[src/rtl/drum_sector_decoder.sv]
// Drum sector-address decoder: acquires word framing from the Z2 mark track,
// assembles the serial Z3 address and reports sequenced, index-checked sectors.
module drum_sector_decoder #(
    parameter int LOCK_WORDS = 2
) (
    input  logic       Z1,
    input  logic       RST,
    input  logic       Z2,
    input  logic       Z3,
    input  logic [6:0] TGT,
    output logic [5:0] BITNO,
    output logic [6:0] ADR,
    output logic       ADR_VLD,
    output logic       INDEX,
    output logic       LOCK,
    output logic       MATCH,
    output logic       ERR
);

    typedef enum logic [1:0] {
        HUNT   = 2'd0,
        SYNC   = 2'd1,
        LOCKED = 2'd2
    } state_t;

    localparam logic [2:0] LOCK_CNT = 3'(LOCK_WORDS);

    state_t     state_q, state_d;
    logic [3:0] run_q, run_d;
    logic [5:0] bit_q, bit_d;
    logic [6:0] asm_q, asm_d;
    logic [6:0] prev_q, prev_d;
    logic       prev_vld_q, prev_vld_d;
    logic [2:0] good_q, good_d;
    logic [6:0] adr_q, adr_d;
    logic       index_q, index_d;
    logic       adr_vld_q, adr_vld_d;
    logic       match_q, match_d;
    logic       err_q, err_d;

    logic [5:0] bit_next;
    logic [2:0] good_inc;
    logic       idx_ok, seq_ok, lock_now, fail;

    // Expected level of the word-mark track at each bit position of a word.
    function automatic logic z2_expected(input logic [5:0] b);
        return ((b >= 6'd31) && (b <= 6'd33)) || (b >= 6'd38);
    endfunction

    always_comb begin
        state_d    = state_q;
        run_d      = run_q;
        bit_d      = bit_q;
        asm_d      = asm_q;
        prev_d     = prev_q;
        prev_vld_d = prev_vld_q;
        good_d     = good_q;
        adr_d      = adr_q;
        index_d    = index_q;
        match_d    = match_q;
        adr_vld_d  = 1'b0;
        err_d      = 1'b0;
        fail       = 1'b0;

        bit_next = (bit_q == 6'd39) ? 6'd0 : bit_q + 6'd1;
        good_inc = good_q + 3'd1;
        idx_ok   = (Z3 == (asm_q == 7'd0));
        seq_ok   = !prev_vld_q || (asm_q == prev_q + 7'd1);
        lock_now = (state_q == LOCKED) || (good_inc >= LOCK_CNT);

        case (state_q)
            HUNT: begin
                if (Z2) begin
                    run_d = 4'd0;
                    // A mark after a long quiet run can only be the start of the bit-31 group.
                    if (run_q >= 4'd8) begin
                        state_d    = SYNC;
                        bit_d      = 6'd31;
                        good_d     = 3'd0;
                        prev_vld_d = 1'b0;
                    end
                end else if (run_q < 4'd8) begin
                    run_d = run_q + 4'd1;
                end
            end
            SYNC, LOCKED: begin
                bit_d = bit_next;
                if (Z2 != z2_expected(bit_next)) begin
                    fail = 1'b1;
                end else if ((bit_next >= 6'd32) && (bit_next <= 6'd38)) begin
                    asm_d = {Z3, asm_q[6:1]};
                end else if (bit_next == 6'd39) begin
                    if (!(idx_ok && seq_ok)) begin
                        fail = 1'b1;
                    end else begin
                        prev_d     = asm_q;
                        prev_vld_d = 1'b1;
                        if (state_q == SYNC) begin
                            good_d = good_inc;
                        end
                        if (lock_now) begin
                            state_d   = LOCKED;
                            adr_d     = asm_q;
                            index_d   = Z3;
                            adr_vld_d = 1'b1;
                            match_d   = (asm_q == TGT);
                        end
                    end
                end
                if (fail) begin
                    state_d    = HUNT;
                    run_d      = 4'd0;
                    bit_d      = 6'd0;
                    good_d     = 3'd0;
                    prev_vld_d = 1'b0;
                    match_d    = 1'b0;
                    err_d      = 1'b1;
                end
            end
            default: begin
                state_d = HUNT;
                run_d   = 4'd0;
                bit_d   = 6'd0;
            end
        endcase
    end

    always_ff @(posedge Z1 or posedge RST) begin
        if (RST) begin
            state_q    <= HUNT;
            run_q      <= 4'd0;
            bit_q      <= 6'd0;
            asm_q      <= 7'd0;
            prev_q     <= 7'd0;
            prev_vld_q <= 1'b0;
            good_q     <= 3'd0;
            adr_q      <= 7'd0;
            index_q    <= 1'b0;
            adr_vld_q  <= 1'b0;
            match_q    <= 1'b0;
            err_q      <= 1'b0;
        end else begin
            state_q    <= state_d;
            run_q      <= run_d;
            bit_q      <= bit_d;
            asm_q      <= asm_d;
            prev_q     <= prev_d;
            prev_vld_q <= prev_vld_d;
            good_q     <= good_d;
            adr_q      <= adr_d;
            index_q    <= index_d;
            adr_vld_q  <= adr_vld_d;
            match_q    <= match_d;
            err_q      <= err_d;
        end
    end

    assign BITNO   = bit_q;
    assign ADR     = adr_q;
    assign ADR_VLD = adr_vld_q;
    assign INDEX   = index_q;
    assign LOCK    = (state_q == LOCKED);
    assign MATCH   = match_q;
    assign ERR     = err_q;

endmodule

[config.mk]
export PLATFORM = sky130hd
export DESIGN_NAME = drum_sector_decoder
export DESIGN_NICKNAME = d
export VERILOG_FILES = /design/src/rtl/drum_sector_decoder.sv
export SDC_FILE = /design/constraint.sdc
export NUM_CORES = 1
export LEC_CHECK = 0
export BUFFER_PORTS_ARGS = -buffer_cell sky130_fd_sc_hd__buf_2
export CAP_MARGIN = 20
export CORE_ASPECT_RATIO = 1.1
export CORE_MARGIN = 2
export CORE_UTILIZATION = 28
export CTS_CLUSTER_SIZE = 30
export DETAILED_ROUTE_END_ITERATION = 10
export PLACE_DENSITY = 0.42
export SKIP_LAST_GASP = 1
export SLEW_MARGIN = 20
export SYNTH_ARGS = -nofsm -noshare
export SYNTH_HDL_FRONTEND = slang
export SYNTH_SLANG_ARGS = --single-unit
[constraint.sdc]
create_clock -name Z1 -period 2.9 [get_ports Z1]
set_input_delay 0.58 -clock Z1 [delete_from_list [all_inputs] [get_ports Z1]]
set_output_delay 0.58 -clock Z1 [all_outputs]
set_load 0.02 [all_outputs]
* After elaboration in Yosys (flattened, before gate mapping) *
Index checks and enable logic that the tools add are counted.

storage, ports and cells
  register bits after elaboration = 41
  input bits = 11
  output and inout bits = 18
  logic and storage cells = 123

operators by class
  $add $sub $neg = 4
  $lt $le $gt $ge = 8
  equality and inequality tests = 20
  mux-type cells = 54
  bitwise operators = 2
  reductions and logical operators = 23

operators by type and width
  operator               number
  $mux W1                26
  $mux W3                8
  $mux W6                4
  $ne A3 B3 Y1 const B   7
  $mux W2                8
  $eq A7 B7 Y1           2
  $reduce_and A7 Y1      2
  $eq A6 B6 Y1 const B   2
  $ge A6 B6 Y1 const B   2
  $le A6 B6 Y1 const B   2
  $mux W4                3
  $pmux W6 S2            1
  $reduce_and A6 Y1      2
  $pmux W4 S2            1
  $reduce_and A8 Y1      1
  $reduce_bool A2 Y1     4
  $add A7 B1 Y7 const B  1
  $logic_not A7 Y1       1
  $add A6 B1 Y6 const B  1
  $ge A6 B5 Y1 const B   1
  $ne A2 B2 Y1 const B   3
  $pmux W3 S2            1
  $reduce_and A5 Y1      1
  $add A4 B1 Y4 const B  1
  19 further kinds       26

* Depth between registers and ports, before layout *
Gate-level depths: netlist of run 1.

  depth in word-level cells = 11
  mapped depth = 10
  gate-level depth less buffers = 9

* Worst setup path before layout of run 1 *
Ideal clock, no wire load.

  path type = register to register
  start = register bit_q[0], in the netlist BITNO[0]
  end = register adr_q[5], in the netlist ADR[5]
  setup time = 125 ps
  data arrival time = 2738 ps
  required time = 2775 ps
  slack = 36 ps
  stages on the path, launching flop included = 11
  buffers on the path = 1
  period minus slack after synthesis = 2864 ps
  path through = dfrtp_1 > inv_1 > ha_1 > nor2b_1 > and4_1 > o31ai_1 > a31oi_4 > or2_1 > buf_6 > nand4b_4 > mux2_4

between the ends
  cells in the longest elaborated chain, start to end = 8
  elaborated cells between the ends (all ways) = 16
  those cells by class = add/sub (1); order compare (5); eq/ne (3); mux (1); bitwise (2); reduce/logical (4)

ends and longest elaborated chain
  item                                                  line  source
  from (decl)                                           30    logic [5:0] bit_q, bit_d;
  from (signal assigned)                                145   bit_q <= bit_d;
  $add A6 B1 Y6 / $eq A6 B6 Y1 (equally long branches)  65    bit_next = (bit_q == 6'd39) ? 6'd0 : bit_q + 6'd1;
  $mux W6 *                                             65
  $ge A6 B5 Y1 / $le A6 B6 Y1 (equally long branches)   47    return ((b >= 6'd31) && (b <= 6'd33)) || (b >= 6'd38);
  $logic_and A1 B1 Y1                                   47
  $logic_or A1 B1 Y1                                    47
  $ne A1 B1 Y1                                          88    if (Z2 != z2_expected(bit_next)) begin
  $not A1 Y1 (no source line)                           -
  $reduce_and A6 Y1 (no source line) *                  -
  to (signal assigned)                                  150   adr_q <= adr_d;
  to (decl)                                             35    logic [6:0] adr_q, adr_d;

Mark *: on every way between the ends. The rest lies on a longest branch, timed or not.
A chain may end at the register's enable or synchronous reset.

* Final worst setup path of run 1 *
  start = register bit_q[0], in the netlist BITNO[0]
  end = register adr_q[3], in the netlist ADR[3]

Same word-level chain as after synthesis.

==> results of run 1 <==
==> area by class of cell <==
class	instances	area (sq um)	share of cell area, %
multi-input combinational	210	1730	50.7
sequential	41	1030	30.2
timing repair buffer	56	350	10.3
tap	120	150	4.41
clock buffer	6	72.6	2.13
inverter	17	63.8	1.87
clock inverter	2	15.0	0.441
==> repair_timing <==
action | CTS | global route
endpoints found under the setup margin | 0 | 17
hold buffers | 0 | 0
gates resized for setup | 0 | 4
endpoints found under the hold margin | 0 | 0
==> per-layer routing <==
layer  share of wire, %  GRT usage [%]  vias to the layer above  wire (um)
met5                  0              0                        -          0
met4                1.9           4.32                        0        144
met3                3.4           2.28                       12        254
met2                 50           23.0                       49       3690
met1                 45           18.1                     1133       3340
li1                   -              -                     1148          -
==> logic make-up (layout without fill, tap and decap cells) <==
group,count (synthesis),in the layout
buffers and inverters,33,81
adder cells (fa/ha/maj),12,12
multiplexers,24,24
XOR/XNOR,20,20
AO/OA/AOI/OAI,70,70
flip-flops,41,41
AND/OR/NAND/NOR,84,84
==> metrics by stage <==
stage          total power (W)  hold slack, ps  instances
6_report               0.00169             391        452
5_1_grt                0.00181             422        452
4_1_cts                0.00171             421        452
3_5_place_dp           0.00132             489        444
3_3_place_gp           0.00133             492        444
2_1_floorplan          0.00110             481        284
==> worst max-delay path: cells and delay by family (launching register included) <==
family,cells,cell delay (ps)
AND/OR/NAND/NOR,3,820
AO/OA/AOI/OAI,3,530
flip-flops,1,420
adder cells (fa/ha/maj),1,380
multiplexers,1,370
buffers and inverters,1,100
==> power by group through the flow <==
stage               Clock, W  Sequential (W)  Combinational, W
finish              0.000384        0.000720          0.000591
global route        0.000426        0.000732          0.000649
CTS                 0.000402        0.000719          0.000595
detailed placement         0        0.000731          0.000591
global placement           0        0.000732          0.000597
floorplan                  0        0.000736          0.000367
==> synth_stat cells (4+ instances only) <==
master | n | area, sq um
sky130_fd_sc_hd__mux2_4 | 8 | 120
sky130_fd_sc_hd__nand4_1 | 4 | 25.0
sky130_fd_sc_hd__inv_1 | 17 | 63.8
sky130_fd_sc_hd__nand2_1 | 21 | 78.8
sky130_fd_sc_hd__clkbuf_1 | 5 | 18.8
sky130_fd_sc_hd__xnor2_1 | 14 | 123
sky130_fd_sc_hd__o211ai_1 | 5 | 37.5
sky130_fd_sc_hd__mux2_2 | 15 | 169
sky130_fd_sc_hd__dfrtp_1 | 41 | 1030
sky130_fd_sc_hd__xor2_1 | 5 | 43.8
sky130_fd_sc_hd__o21ai_0 | 5 | 25.0
sky130_fd_sc_hd__nor2b_1 | 6 | 37.5
sky130_fd_sc_hd__a31oi_1 | 5 | 31.3
sky130_fd_sc_hd__a21oi_1 | 7 | 35.0
sky130_fd_sc_hd__ha_1 | 12 | 150
sky130_fd_sc_hd__nor4_1 | 4 | 25.0
sky130_fd_sc_hd__buf_2 | 8 | 40.0
sky130_fd_sc_hd__nor3_1 | 6 | 30.0
sky130_fd_sc_hd__o31ai_1 | 4 | 30.0
sky130_fd_sc_hd__nand3_1 | 9 | 45.0
sky130_fd_sc_hd__nor2_1 | 10 | 37.5
sky130_fd_sc_hd__and2_1 | 4 | 25.0
==> state kept, by name, indices dropped and copies added, names as in the netlist <==
name,cells
prev_vld_q,1
MATCH,1
good_q,3
ADR_VLD,1
BITNO,6
ADR,7
INDEX,1
state_q,2
ERR,1
prev_q,7
run_q,4
asm_q,7
==> worst max-delay path by stage <==
stage	endpoint	cells after the start
3_3_place_gp	ADR[2]	8
2_1_floorplan	ADR[5]	10
5_1_grt	INDEX	7
6_report	ADR[3]	9
3_5_place_dp	ADR[5]	8
4_1_cts	ADR[1]	8
==> impl_table.tex, run 1 <==
\begin{tabular}{lr}
\hline
Metric & Value \\
\hline
\multicolumn{2}{l}{\textbf{Status}} \\
Run status & finished clean \\
\multicolumn{2}{l}{\textbf{CTS}} \\
Reg clk slew, reported paths & around 80 ps \\
Max Buffers Root-to-Sink & 2 \\
Number of CTS-inserted buffers & 5 \\
Latest clock arrival within the worst-skew pair & 300 ps \\
TritonCTS Sinks & just over 40 \\
Htree depth & 2 \\
Clock tree from TritonCTS & yes \\
Library cell used as clock root buffer & sky130\_fd\_sc\_hd\_\_clkbuf\_8 \\
Post-CTS Repair Setup Buffers & 0 \\
\multicolumn{2}{l}{\textbf{Setup path}} \\
Peak fanout along the critical path & 9 \\
Peak per-stage delay on the critical path & 420 ps \\
Startpoint kind of the worst setup timing path & register \\
Worst Reg-to-Reg Cells & 9 \\
Data arrival at the endpoint of the critical path & roughly 3000 ps \\
Cell chain of the critical path & inv\_1 > ha\_1 > o21bai\_1 > a21o\_1 > o311ai\_2 > nor4\_4 > or2\_1 > nand4b\_4 > mux2\_4 \\
Master of the slowest instance on the critical path & sky130\_fd\_sc\_hd\_\_dfrtp\_2 \\
End of the worst register-to-register path & ADR[3] \\
Minimum setup slack among reg-to-reg paths & 160 ps \\
Critical Path End Type & register \\
FF-to-FF Start & BITNO[0] \\
CP Data Required Time & 3090 ps \\
Worst setup path start & BITNO[0] \\
Critical path class & reg -> reg \\
\multicolumn{2}{l}{\textbf{STA}} \\
Slew of the pin with the lowest slew margin & slightly above 600 ps \\
Max-slew violation count & 0 \\
Final setup margin & between 150 and 200 ps \\
Total negative slack & 0 ps \\
Max Clock Skew & roughly 6.3 ps \\
Top achievable clock speed & about 370 MHz \\
Period minus WS final & between 2000 and 3000 ps \\
Endpoints failing setup & 0 \\
Unrepaired setup endpoints after global routing & no \\
Relative max-transition margin & roughly 58\% \\
Count of endpoints failing hold in the final timing report & 0 \\
Share of the clock period used by the worst path & a little over nine tenths \\
\multicolumn{2}{l}{\textbf{Die}} \\
Top-level port count & 29 \\
Site Rows & 38 \\
Standard cell core area & approximately 10000 sq um \\
Area of the die & between 10000 and 15000 sq um \\
Die W & roughly 100 um \\
Starting density of the core & between 20\% and 30\% \\
Die Y-Extent & 111 um \\
\multicolumn{2}{l}{\textbf{Synth}} \\
Count of flip-flops with a built-in enable after synthesis & 0 \\
Combinational family with the most area after synthesis & compound AO/OA/AOI/OAI gates \\
Number of standard cells after synthesis & 284 \\
Synthesized area per cell & 10.2 sq um \\
Adder-cell share of the synthesized area & under 10\% \\
Post-synthesis cell type count & 70 \\
Mux share of post-synthesis cell area & between 10\% and 20\% \\
Ys async rst share & between 90\% and 100\% \\
Total of flip-flops plus latches after synthesis & 41 \\
Post-synth top flop & sky130\_fd\_sc\_hd\_\_dfrtp\_1 \\
Xor and xnor area share after synthesis & roughly 6.6\% \\
Area fraction in and, or, nand and nor cells after synthesis & 17.0\% \\
Yosys warning total & 0 \\
Post-synthesis net count & 307 \\
Post-Syn Area & about 2900 sq um \\
Synthesized-area fraction occupied by ao, oa, aoi and oai cells & roughly a fifth \\
Sequential-to-total area share from yosys stat & about 35\% \\
\multicolumn{2}{l}{\textbf{Power and ir drop}} \\
Power per cell area & 497 nW/um\^{}2 \\
Clock power share & a little under a quarter \\
Leakage & about 1.6 nW \\
Switching power summed over all nets & 0.000658 W \\
Internal power component & around 0.0010 W \\
Share of power burned in combinational logic & 34.9\% \\
Sequential Power Share & between 40\% and 50\% \\
Switching Fraction & roughly 39\% \\
Max rail drop VDD & 0.000198 V \\
\multicolumn{2}{l}{\textbf{Finish}} \\
Number of nets in the final layout & 354 \\
Share of cells above drive strength 1 & between 30\% and 40\% \\
Antenna Diode Count & 0 \\
Leading cell types in the layout, fill and taps excluded & sky130\_fd\_sc\_hd\_\_dfrtp\_1 (40), sky130\_fd\_sc\_hd\_\_buf\_2 (28), sky130\_fd\_sc\_hd\_\_buf\_4 (28) \\
Most common cell after layout, fill and taps aside & sky130\_fd\_sc\_hd\_\_dfrtp\_1 \\
Fillers & 1059 \\
Synthesis-to-finish area growth & 17.7\% \\
Fraction of the core area covered by cells at the end of the flow & 34.1\% \\
Design area & between 3000 and 4000 sq um \\
\multicolumn{2}{l}{\textbf{Route}} \\
Vias/cell & 5.18 \\
Number of iterations in the first detailed-routing pass & 4 \\
Routed length per instance & $\sim$16 um \\
Final Routed Wirelength & $\sim$7.4 mm \\
Total number of vias & approximately 2300 \\
Starting DRT DRC Count & 83 \\
Post-route DRC & 0 \\
Antenna Violating Nets Remaining & 0 \\
\multicolumn{2}{l}{\textbf{Place}} \\
HPWL Detailed & about 5.7 mm \\
Instance area at placement & around 3300 sq um \\
Pre-CTS worst setup slack & 109 ps \\
Port buffer count & 28 \\
Routability congestion estimate & 0.810 \\
\multicolumn{2}{l}{\textbf{Worst hold path}} \\
Worst hold-check path type & in -> async \\
\multicolumn{2}{l}{\textbf{Global routing}} \\
Pin count of the biggest net entering global routing & 42 \\
Via count of the first global-routing pass & 2343 \\
Total track usage & 13.8\% \\
Global-route wire length before repair & 12.2 mm \\
Number of antenna violations at the first check in global routing & 0 \\
Total overflow reported by the global router & 0 \\
\multicolumn{2}{l}{\textbf{Job}} \\
Number of max-cap violations & 0 \\
\hline
\end{tabular}
No activity file was read; power rests on OpenSTA's default activity.
==> run 2: changes to the inputs <==
--- a/config.mk
+++ b/config.mk
@@ -12,6 +12,8 @@
 export CORE_UTILIZATION = 28
 export CTS_CLUSTER_SIZE = 30
 export DETAILED_ROUTE_END_ITERATION = 10
+export GPL_TIMING_DRIVEN = 0
+export HOLD_SLACK_MARGIN = 0.03
 export PLACE_DENSITY = 0.42
 export SKIP_LAST_GASP = 1
 export SLEW_MARGIN = 20
==> run 2 against run 1 <==
  * Sequential share of layout area decreased by 0.80 points
  * Core utilization increased by 0.98 points
  * Final cell count decreased by 0.88%
  * First-iteration DRC count decreased by 9.6%
  * Via count increased by 1.5%
  * Routed wire length increased by 3.3%
  * Critical endpoint is now ADR[0]
  * Largest cell class unchanged
  * Highest routed layer unchanged
==> impl_table.tex, run 2 (same netlist as run 1, synthesis figures left out) <==
\begin{tabular}{lr}
\hline
Metric & Value \\
\hline
\multicolumn{2}{l}{\textbf{Global routing}} \\
Global-route wire length before repair & 12.4 mm (was 12.2 mm) \\
Via count of the first global-routing pass & 2330 (was 2343) \\
Total track usage & 13.8\% (about the same) \\
Global Route met1 Usage & 18.8\% (was 18.1\%) \\
Total overflow reported by the global router & 0 (unchanged) \\
Number of antenna violations at the first check in global routing & 0 (unchanged) \\
Met3 demand-to-capacity share in global routing & 2.15\% (was 2.28\%) \\
Pin count of the biggest net entering global routing & 27 (was 42) \\
Global-route met2 utilization & 22.6\% (was 23.0\%) \\
Top Usage Layer GRT & met2 (unchanged) \\
\multicolumn{2}{l}{\textbf{Power and ir drop}} \\
Leakage & 1.66 nW (was 1.64 nW) \\
Max rail drop VDD & 0.000178 V (was 0.000198 V) \\
Power per cell area & 522 nW/um\^{}2 (was 497 nW/um\^{}2) \\
Total power & 0.00183 W (was 0.00169 W) \\
\multicolumn{2}{l}{\textbf{Finish}} \\
Leading cell types in the layout, fill and taps excluded & sky130\_fd\_sc\_hd\_\_dfrtp\_1 (39), sky130\_fd\_sc\_hd\_\_buf\_2 (33), sky130\_fd\_sc\_hd\_\_nand2\_1 (19) (was sky130\_fd\_sc\_hd\_\_dfrtp\_1 (40), sky130\_fd\_sc\_hd\_\_buf\_2 (28), sky130\_fd\_sc\_hd\_\_buf\_4 (28)) \\
Most common cell after layout, fill and taps aside & sky130\_fd\_sc\_hd\_\_dfrtp\_1 (unchanged) \\
Multi-input gate area in the final layout & 1830 sq um (was 1730 sq um) \\
Fillers & 1032 (was 1059) \\
Register Area & 1030 sq um (about the same) \\
Number of nets in the final layout & 350 (was 354) \\
Antenna Diode Count & 0 (unchanged) \\
Share of cells above drive strength 1 & 31.7\% (was 30.4\%) \\
Synthesis-to-finish area growth & 21.1\% (was 17.7\%) \\
\multicolumn{2}{l}{\textbf{CTS}} \\
Max Buffers Root-to-Sink & 2 (unchanged) \\
Number of CTS-inserted buffers & 5 (unchanged) \\
TritonCTS Sinks & 41 (unchanged) \\
Clock tree from TritonCTS & yes (unchanged) \\
Library cell used as clock root buffer & sky130\_fd\_sc\_hd\_\_clkbuf\_8 (unchanged) \\
Latest clock arrival within the worst-skew pair & 290 ps (was 300 ps) \\
Total of hold buffers inserted after clock tree synthesis & 0 (unchanged) \\
Htree depth & 2 (unchanged) \\
Reg clk slew, reported paths & 90 ps (was 80 ps) \\
\multicolumn{2}{l}{\textbf{STA}} \\
Share of the clock period used by the worst path & 97.0\% (was 94.4\%) \\
Top achievable clock speed & 356 MHz (was 365 MHz) \\
Worst Hold Slack & 253 ps (was 391 ps) \\
Max Clock Skew & 8.00 ps (was 6.32 ps) \\
Relative max-transition margin & 22.9\% (was 58.0\%) \\
Count of endpoints failing hold in the final timing report & 0 (unchanged) \\
Max-slew violation count & 0 (unchanged) \\
Endpoints failing setup & 0 (unchanged) \\
Slew of the pin with the lowest slew margin & 1140 ps (was 621 ps) \\
Period minus WS final & 2810 ps (was 2740 ps) \\
Unrepaired setup endpoints after global routing & yes (was no) \\
Final setup margin & 87.5 ps (was 163 ps) \\
\multicolumn{2}{l}{\textbf{Setup path}} \\
Startpoint kind of the worst setup timing path & register (unchanged) \\
Peak per-stage delay on the critical path & 580 ps (was 420 ps) \\
Critical path buffers and inverters & 1 (unchanged) \\
Minimum setup slack among reg-to-reg paths & 90 ps (was 160 ps) \\
Data arrival at the endpoint of the critical path & 3000 ps (was 2930 ps) \\
Peak fanout along the critical path & 5 (was 9) \\
Master of the slowest instance on the critical path & sky130\_fd\_sc\_hd\_\_or4\_1 (was sky130\_fd\_sc\_hd\_\_dfrtp\_2) \\
CP Data Required Time & 3080 ps (was 3090 ps) \\
Cell family with most CP delay & simple AND/OR/NAND/NOR gates (unchanged) \\
FF-to-FF Start & BITNO[0] (unchanged) \\
Critical path class & reg -> reg (unchanged) \\
Worst setup path start & BITNO[0] (unchanged) \\
Critical Path End Type & register (unchanged) \\
Cell chain of the critical path & ha\_4 > nand2b\_1 > or4\_1 > o221a\_2 > a31oi\_4 > or2\_1 > buf\_6 > nand4b\_4 > mux2\_4 (was inv\_1 > ha\_1 > o21bai\_1 > a21o\_1 > o311ai\_2 > nor4\_4 > or2\_1 > nand4b\_4 > mux2\_4) \\
\multicolumn{2}{l}{\textbf{Route}} \\
Starting DRT DRC Count & 75 (was 83) \\
Total number of vias & 2376 (was 2342) \\
Routed length per instance & 17.1 um (was 16.4 um) \\
Final Routed Wirelength & 7.68 mm (was 7.43 mm) \\
Post-route DRC & 0 (unchanged) \\
Antenna Violating Nets Remaining & 0 (unchanged) \\
Vias/cell & 5.30 (was 5.18) \\
Number of iterations in the first detailed-routing pass & 4 (unchanged) \\
\multicolumn{2}{l}{\textbf{Die}} \\
Area of the die & 11200 sq um (unchanged) \\
Top-level port count & 29 (unchanged) \\
Site Rows & 38 (unchanged) \\
Standard cell core area & 9980 sq um (unchanged) \\
Die Y-Extent & 111 um (unchanged) \\
Die W & 101 um (unchanged) \\
Starting density of the core & 29.0\% (unchanged) \\
\multicolumn{2}{l}{\textbf{Place}} \\
Pre-CTS worst setup slack & -434 ps (was 109 ps) \\
Port buffer count & 28 (unchanged) \\
Routability congestion estimate & 0.809 (was 0.810) \\
HPWL Detailed & 5.57 mm (was 5.74 mm) \\
\multicolumn{2}{l}{\textbf{Job}} \\
Number of max-cap violations & 0 (unchanged) \\
\multicolumn{2}{l}{\textbf{Worst hold path}} \\
Worst hold-check path type & in -> async (unchanged) \\
\multicolumn{2}{l}{\textbf{Status}} \\
Run status & finished clean (unchanged) \\
\hline
\end{tabular}
-- run 2: worst reg2reg max path, delay by kind of cell, from the launching register on --
kind	cells	cell delay, ps
adders and majority gates	1	190
muxes	1	360
and+or+nand+nor	4	1120
AOI/OAI and AO/OA	2	440
buffers and inverters	1	130
DFF	1	470
-- run 2: final cells by class --
| class | count | area share (%) |
|---|---|---|
| multi-input cells | 211 | 52.3 |
| well taps | 120 | 4.28 |
| clock inverters | 2 | 1.07 |
| plain buffers | 16 | 2.96 |
| inverters | 17 | 1.82 |
| repair buffers | 35 | 5.86 |
| clock buffers | 6 | 2.36 |
| flip-flops and latches | 41 | 29.3 |
-- run 2: where the power goes --
part           switching, W  leakage [nW]  total, W  internal [W]
combinational      0.000401          1.04  0.000637      0.000235
clock              0.000212        0.0574  0.000492      0.000280
sequential        0.0000710         0.561  0.000699      0.000628
total              0.000685          1.66   0.00183       0.00114
-- run 2: what timing repair did --
item	CTS	global route
buffers inserted	1	5
cloned	1	0
setup endpoints to repair	38	31
pin swaps	1	6
gates resized for setup	10	18
-- run 2: final timing paths --
path / end / cells after the start
max: ADR[0] / 9
min: ADR_VLD / 2
max reg2reg: ADR[0] / 9
min reg2reg: ADR[1] / 1
max in group asynchronous: BITNO[1] / 3
min in group Z1: ADR[1] / 1
-- run 2: layer usage --
| layer | routed length (um) | vias to the layer above |
|---|---|---|
| li1 | - | 1145 |
| met1 | 3640 | 1155 |
| met2 | 3620 | 66 |
| met3 | 302 | 10 |
| met4 | 114 | 0 |
| met5 | 0 | - |
-- run 2: metrics by stage --
step | instances | setup TNS [ps] | cell area [sq um] | util [%]
after floorplan | 284 | 0 | 2890 | -
after global placement | 432 | -10170 | 3180 | 31.9
after detailed placement | 433 | -11380 | 3200 | 32.1
after CTS | 443 | 0 | 3390 | 34.0
after global routing | 448 | -613 | 3500 | 35.1
final | 448 | 0 | 3500 | 35.1
